File: config.mk
export PLATFORM = sky130hd
export DESIGN_NAME = vram_port_arbiter
export DESIGN_NICKNAME = d
export VERILOG_FILES = /design/src/rtl/vram_arb_pkg.sv /design/src/rtl/vram_port_arbiter_sat_counter.sv /design/src/rtl/vram_port_arbiter.sv
export SDC_FILE = /design/constraint.sdc
export NUM_CORES = 1
export LEC_CHECK = 0
export CAP_MARGIN = 30
export CELL_PAD_IN_SITES_DETAIL_PLACEMENT = 1
export CELL_PAD_IN_SITES_GLOBAL_PLACEMENT = 2
export CORE_AREA = 2 2 113 115
export DETAILED_ROUTE_END_ITERATION = 16
export DIE_AREA = 0 0 115 117
export GPL_TIMING_DRIVEN = 0
export PLACE_DENSITY = 0.8
export RECOVER_POWER = 50
export SLEW_MARGIN = 30
export SYNTH_ARGS = -nofsm -noshare
export SYNTH_HDL_FRONTEND = slang
export SYNTH_SLANG_ARGS = --single-unit
export TNS_END_PERCENT = 100
File: constraint.sdc
create_clock -name clk -period 1.6 [get_ports clk]
set_input_delay 0.24 -clock clk [delete_from_list [all_inputs] [get_ports clk]]
set_output_delay 0.24 -clock clk [all_outputs]
set_load 0.02 [all_outputs]
File: src/rtl/vram_arb_pkg.sv
// Shared types and constants for the vector-RAM port arbiter.
// Optional statistics counters are built under VRAM_ARB_STATS_EN.
package vram_arb_pkg;

    localparam int VRAM_ADDR_W = 13;

    localparam logic [15:0] VRAM_BASE_DEF = 16'h2000;
    localparam logic [15:0] VRAM_SIZE_DEF = 16'h2000;

    typedef enum logic [1:0] {
        IDLE,
        FLUSH,
        RUN
    } arb_state_t;

endpackage

File: src/rtl/vram_port_arbiter_sat_counter.sv
// Saturating event counter with synchronous active-high reset.
// Used by the arbiter statistics (VRAM_ARB_STATS_EN).
module sat_counter #(
    parameter int W = 16
) (
    input  logic         clk,
    input  logic         rst,
    input  logic         en,
    output logic [W-1:0] count
);

    always_ff @(posedge clk) begin
        if (rst) begin
            count <= '0;
        end else if (en && (count != '1)) begin
            count <= count + 1'b1;
        end
    end

endmodule

File: src/rtl/vram_port_arbiter.sv
// Shares the vector-RAM BRAM port between queued CPU stores and VG reads.
// Statistics counters are built only when VRAM_ARB_STATS_EN is defined.
module vram_port_arbiter
    import vram_arb_pkg::*;
#(
    parameter logic [15:0] VRAM_BASE  = VRAM_BASE_DEF,
    parameter logic [15:0] VRAM_SIZE  = VRAM_SIZE_DEF,
    parameter int          STREAK_MAX = 4
) (
    input  logic                   clk,
    input  logic                   rst,
    input  logic [7:0]             q_data,
    input  logic [15:0]            q_addr,
    input  logic                   q_empty,
    output logic                   can_write,
    input  logic                   vg_go,
    input  logic                   vg_rst,
    input  logic                   vg_done,
    output logic                   vg_start,
    input  logic                   vg_req,
    input  logic [VRAM_ADDR_W-1:0] vg_addr,
    output logic                   vg_gnt,
    output logic [7:0]             vg_rdata,
    output logic                   vg_rvalid,
    output logic [VRAM_ADDR_W-1:0] bram_addr,
    output logic [7:0]             bram_wdata,
    output logic                   bram_we,
    input  logic [7:0]             bram_rdata,
    output logic                   drop_err,
    output logic [15:0]            wr_count,
    output logic [15:0]            rd_count,
    output logic [15:0]            stall_count
);

    localparam int SW = $clog2(STREAK_MAX + 1);
    localparam logic [SW-1:0] STREAK_LIM = SW'(STREAK_MAX);

    arb_state_t    state;
    arb_state_t    state_nxt;
    logic [SW-1:0] streak;
    logic          rd_pend;
    logic [15:0]   offset;
    logic          in_win;
    logic          starve;

    assign offset = q_addr - VRAM_BASE;
    assign in_win = (q_addr >= VRAM_BASE) && (offset < VRAM_SIZE);
    assign starve = (streak == STREAK_LIM) && !q_empty;

    always_ff @(posedge clk) begin
        if (rst) begin
            state <= IDLE;
        end else begin
            state <= state_nxt;
        end
    end

    always_comb begin
        state_nxt = state;
        unique case (state)
            IDLE:    if (vg_go) state_nxt = FLUSH;
            FLUSH:   if (q_empty) state_nxt = RUN;
            RUN:     if (vg_done) state_nxt = IDLE;
            default: state_nxt = IDLE;
        endcase
        if (vg_rst) begin
            state_nxt = IDLE;
        end
    end

    always_comb begin
        can_write = 1'b0;
        vg_gnt    = 1'b0;
        vg_start  = 1'b0;
        if (!rst) begin
            unique case (state)
                IDLE: begin
                    can_write = !q_empty;
                end
                FLUSH: begin
                    can_write = !q_empty;
                    vg_start  = q_empty && !vg_rst;
                end
                RUN: begin
                    vg_gnt    = vg_req && !starve;
                    can_write = !q_empty && !(vg_req && !starve);
                end
                default: begin
                    can_write = 1'b0;
                end
            endcase
        end
    end

    // Streak only tracks back-to-back VG grants while the VG is running
    always_ff @(posedge clk) begin
        if (rst || vg_rst || (state != RUN)) begin
            streak <= '0;
        end else if (vg_gnt) begin
            if (streak != STREAK_LIM) begin
                streak <= streak + 1'b1;
            end
        end else if (can_write || !vg_req) begin
            streak <= '0;
        end
    end

    always_ff @(posedge clk) begin
        if (rst) begin
            bram_we    <= 1'b0;
            bram_addr  <= '0;
            bram_wdata <= '0;
            drop_err   <= 1'b0;
        end else begin
            bram_we <= 1'b0;
            if (can_write) begin
                if (in_win) begin
                    bram_we    <= 1'b1;
                    bram_addr  <= offset[VRAM_ADDR_W-1:0];
                    bram_wdata <= q_data;
                end else begin
                    drop_err <= 1'b1;
                end
            end else if (vg_gnt) begin
                bram_addr <= vg_addr;
            end
        end
    end

    always_ff @(posedge clk) begin
        if (rst || vg_rst) begin
            rd_pend   <= 1'b0;
            vg_rvalid <= 1'b0;
        end else begin
            rd_pend   <= vg_gnt;
            vg_rvalid <= rd_pend;
        end
    end

    assign vg_rdata = bram_rdata;

`ifdef VRAM_ARB_STATS_EN
    logic stall;

    assign stall = (state == RUN) && vg_req && !vg_gnt;

    sat_counter #(.W(16)) u_wr_cnt (
        .clk   (clk),
        .rst   (rst),
        .en    (bram_we),
        .count (wr_count)
    );

    sat_counter #(.W(16)) u_rd_cnt (
        .clk   (clk),
        .rst   (rst),
        .en    (vg_gnt),
        .count (rd_count)
    );

    sat_counter #(.W(16)) u_stall_cnt (
        .clk   (clk),
        .rst   (rst),
        .en    (stall),
        .count (stall_count)
    );
`else
    assign wr_count    = '0;
    assign rd_count    = '0;
    assign stall_count = '0;
`endif

endmodule

Word-level counts from Yosys, hierarchy flattened:

Cells that the tools add are included.

* word-level logic and storage cells: 65
* output and inout port bits: 83
* register bits after elaboration: 30

* reduce and logical (&&, ||, !) cells: 24
* muxes and demuxes: 17
* magnitude comparators: 2
* eq/ne operators: 10
* bitwise gates (word level): 2
* add/sub/neg operators: 2

Operators by type and width (count)
* $mux W13: 3
* $ge A16 B14 Y1 const B: 1
* $lt A16 B14 Y1 const B: 1
* $sub A16 B14 Y16 const B: 1
* $mux W3: 3
* $ne A2 B2 Y1 const B: 4
* $reduce_and A2 Y1: 4
* $mux W1: 6
* $mux W2: 3
* $pmux W2 S3: 1
* $reduce_or A2 Y1: 3
* $logic_and A1 B1 Y1: 5
* $logic_not A1 Y1: 5
* $ne A2 B1 Y1 const B: 2
* $reduce_bool A2 Y1: 2
* $add A3 B1 Y3 const B: 1
* $eq A3 B3 Y1 const B: 1
* $logic_or A1 B1 Y1: 3
* $ne A3 B3 Y1 const B: 1
* $reduce_and A3 Y1: 1
* $eq A2 B1 Y1 const B: 1
* $eq A2 B2 Y1 const B: 1
* $logic_not A2 Y1: 1
* $not A1 Y1: 2
* $pmux W1 S2: 1

Longest topological paths before layout:

* word-level depth: 11
* mapped depth: 7
* depth with buffers taken out: 6

Worst setup path after synthesis:

OpenSTA, ideal clock, no wires.

* path kind: register to register
* start point: reg streak[0]
* end point: reg bram_addr[2]
* setup slack: 0.003 ns
* path buffers: 1
* setup time: 0.088 ns
* arrival time: 1.508 ns
* cell stages (with the launch flop): 8
* clock period less this slack: 1.597 ns
* path through: dfxtp_1 -> inv_1 -> ha_1 -> nand2_1 -> a211oi_4 -> buf_4 -> nand2_1 -> a311oi_2

* word-level cells in the longest chain between the ends: 10
* elaborated cells on any way between the ends: 14
* those cells by class: eq/ne (2); mux (5); reduce/logical (7)

RTL lines
* start: declaration: line vram_port_arbiter.sv:40 `logic [SW-1:0] streak;`
* start signal: assignment: line vram_port_arbiter.sv:101 `streak <= streak + 1'b1;`
* $eq A3 B3 Y1 (*): line vram_port_arbiter.sv:48 `assign starve = (streak == STREAK_LIM) && !q_empty;`
* $logic_and A1 B1 Y1 (*): line vram_port_arbiter.sv:48
* $logic_not A1 Y1 (*): line vram_port_arbiter.sv:86 `can_write = !q_empty && !(vg_req && !starve);`
* $logic_and A1 B1 Y1 (*): line vram_port_arbiter.sv:86
* $logic_not A1 Y1 (*): line vram_port_arbiter.sv:86
* $logic_and A1 B1 Y1 (*): line vram_port_arbiter.sv:86
* $pmux W1 S2 (*): line vram_port_arbiter.sv:76 `unique case (state)`
* $mux W1 (*): line vram_port_arbiter.sv:75 `if (!rst) begin`
* net can_write: line vram_port_arbiter.sv:15 `output logic can_write,`
* $ne A2 B1 Y1 (no line) / $reduce_bool A2 Y1 (equally long branches)
* $reduce_and A2 Y1 (no line)
* end signal: assignment: line vram_port_arbiter.sv:119 `bram_addr <= offset[VRAM_ADDR_W-1:0];`
* end signal: assignment: line vram_port_arbiter.sv:125 `bram_addr <= vg_addr;`
* end: declaration: line vram_port_arbiter.sv:25 `output logic [VRAM_ADDR_W-1:0] bram_addr,`

Mark *: on every way through the listed nets, which the timed path passes. The rest lies on a longest branch.
A chain may end at the register's enable or synchronous reset.

Final worst setup path:

* start point: reg streak[1]
* end point: out vg_gnt

* word-level cells in the longest chain between the ends: 6

RTL lines
* $eq A3 B3 Y1: line vram_port_arbiter.sv:48
* $logic_and A1 B1 Y1: line vram_port_arbiter.sv:48
* $logic_not A1 Y1: line vram_port_arbiter.sv:85 `vg_gnt = vg_req && !starve;`
* $logic_and A1 B1 Y1: line vram_port_arbiter.sv:85
* $mux W1: line vram_port_arbiter.sv:76
* $mux W1: line vram_port_arbiter.sv:75
* end: declaration: line vram_port_arbiter.sv:22 `output logic vg_gnt,`

Every way passes these cells.

==> impl_metrics.tcl <==
set metrics [dict create \
    endpoint_kind "output pin" \
    p_leak_nw 1.58 \
    maxCapViolCount 0 \
    diodes 0 \
    antenna_found_initial 0 \
    path_clk_slew_ps 50 \
    fin_ws_ps -170 \
    gp_congestion 0.805 \
    finalCritPeriodShare_pct 111 \
    overflow 0 \
    swShare_pct 28.7 \
    path_max_fanout 3 \
    gr-usage-all-layers_pct 10.6 \
    synth_cell_types 37 \
    netlist.area_leader.share_pct 31.3 \
    power_density_mw_per_mm2 722 \
    synthToLayoutAreaGrowth_pct 94.1 \
    layout.nets 438 \
    grt_pass1_wl_um 10900 \
    core_region_area_mm2 0.0123 \
    required_ps 1360 \
    min-delay-start "drop_err" \
    async_reset_ff_share_pct 0 \
    path_delay_family "simple AND/OR/NAND/NOR gates" \
    port_buffers 78 \
    via_per_inst 3.86 \
    worstSetupStartpointType "flip-flop" \
    numCtsBuffers 5 \
    status "finished with violations" \
    final_hold_viol_count 0 \
    max_stage_delay_ps 350 \
    drcViolationCount 0 \
    first_iter_violations 48 \
    ant_nets 0 \
    synth_ff_type "dfxtp_1" \
    yosysTopAreaCell "dfxtp_1" \
    cts_tree "yes" \
    worst-slew-pin-transition_ps 791 \
    start_util_pct 15.6 \
    layout-drive-gt1-share_pct 39.8 \
    clkPwrFrac_pct 40.3 \
    holdWs_ps 443 \
    place_area_mm2 0.00307 \
    hp-class "reg -> reg" \
    final_area_mm2 0.00372 \
    ys_seq_area_share_pct 31.3 \
    die_y_um 117 \
    routed_wl_um 7400 \
    io_pins 135 \
    cts.path.max_buffers 2 \
    slew_violations 0 \
    synth.cell_area_mm2 0.00192 \
    power_mw 2.69 \
    path_buf_inv 2 \
    die_area_mm2 0.0135 \
    clock-sinks 30 \
    rows 41 \
    num_vias 2061 \
    finalCriticalPeriod_ps 1770 \
    synth_edf_count 0 \
    finClkSkew_ps 7.12 \
    synth_seq_cells 30 \
    wl_per_cell_um 13.9 \
    rr_startpoint "streak[0]" \
    crit_type "reg -> out" \
    holdBufCountCts 0 \
    maxSlewHeadroom_pct 47.3 \
    grt_pass1_vias 2148 \
    power_frac_seq_pct 29.9 \
    grt_setup_unrepaired "yes" \
    firstDrtPassIters 4 \
    cp_data_arrival_time_ps 1530 \
    cts_root_buf "clkbuf_16" \
    switching_power_mw 0.771 \
    slowest_stage "dfxtp_2" \
    ys.warnings.count 0 \
    vdd_drop_max_mv 0.400 \
    postSynthCellCount 226 \
    ys_top_cells_by_area "dfxtp_1 31%, buf_4 22%, a311oi_2 7.8%" \
    final_common_cell "buf_4" \
    syn_area_per_cell_um2 8.49 \
    grt_max_degree 11 \
    die_w_um 115 \
    insertion_delay_ps 280 \
    violations "negative setup slack" \
    cp_cell_sequence "inv_2, ha_4, and3b_2, nor3_4, and2_4, buf_6" \
    cts_max_level 2 \
    clock.fmax_ghz 0.565 \
    finalSetupViolations 16 \
    combPwrFrac_pct 29.8 \
    final_cell_mix "71 x buf_4, 51 x clkdlybuf4s50_1, 48 x conb_1, 27 x dfxtp_1, 19 x dlygate4sd3_1" \
    p_int_mw 1.92 \
    setup.worst_path.start "streak[1]" \
    dp_hpwl_um 5180 \
]
==> state kept, by name (all words and copies together), names as in the netlist <==
| name | cells |
|---|---|
| state | 2 |
| bram_addr | 13 |
| bram_wdata | 8 |
| drop_err | 1 |
| rd_pend | 1 |
| vg_rvalid | 1 |
| streak | 3 |
| bram_we | 1 |
==> worst paths after layout <==
check        slack (ps)            end  depth (start not counted)
min                 440       drop_err                          2
max reg2reg        -140  bram_addr[10]                          8
max                -170         vg_gnt                          6
min reg2reg         440       drop_err                          2
==> logic make-up (layout without fill, tap and decap cells) <==
| logic type | after synthesis | in the layout | share of synthesized area, % |
|---|---|---|---|
| mux | 1 | 1 | 0.522 |
| fa+ha+maj | 3 | 3 | 1.96 |
| buf+inv | 75 | 186 | 26.4 |
| compound gates | 53 | 53 | 21.5 |
| other cells | 1 | 48 | 0.196 |
| flops | 30 | 30 | 31.3 |
| xor+xnor | 2 | 2 | 1.30 |
| simple gates | 61 | 61 | 16.8 |
==> through the flow <==
step	setup TNS, ps	util [%]	std cells	setup slack [ps]
floorplan	0	-	273	3.33
global placement	-21940	24.9	501	-1010
detailed placement	-20850	24.9	501	-1040
CTS	-923	29.7	530	-127
global route	-2890	30.2	534	-208
finish	-1730	30.2	534	-170
==> cell usage after synthesis (all sizes together) (2+ instances only) <==
cell type and number:
buf 62, dfxtp 30, o21ai 23, nand2 19, nor3 17, a311oi 13
a21oi 11, nand3 9, inv 7, clkbuf 6, nor2 4, ha 3
nor4 3, a21o 2, and2 2
==> cell type report <==
class / count / area, µm²
Timing Repair Buffer: 104 / 1050
Clock buffer: 5 / 125
Inverter: 7 / 26.3
Clock inverter: 3 / 40.0
Sequential cell: 30 / 604
Multi-Input combinational cell: 168 / 1170
Fill cell: 1480 / 8590
Buffer: 67 / 512
Tap cell: 150 / 188
==> what timing repair did <==
action | CTS | global route
buffers inserted | 20 | 4
gates resized for setup | 80 | 16
pin swaps | 15 | 11
gates cloned | 3 | 0
endpoints found under the setup margin | 33 | 25
==> worst register-to-register path, delay by kind of cell, from the launching register on <==
family          cells  cell delay [ps]
simple gates        2              550
flops               1              320
buf+inv             3              320
compound gates      2              290
fa+ha+maj           1              170
==> layer usage <==
metal | GRT usage, % | routed length, µm | vias up | part of all wire [%]
li1 | - | - | 1004 | -
met1 | 11.6 | 2830 | 960 | 38
met2 | 19.7 | 3790 | 91 | 51
met3 | 3.66 | 734 | 6 | 9.9
met4 | 2.33 | 54 | 0 | 0.73
met5 | 0 | 0 | - | 0
==> power by group through the flow <==
stage,combinational (mW),clock (mW),sequential (mW)
after global placement,0.674,0,0.817
after CTS,0.792,1.13,0.804
after floorplan,0.386,0,0.856
final,0.801,1.08,0.804
after detailed placement,0.682,0,0.818
after global routing,0.853,1.15,0.808
Power figures use the tool's default switching activity.
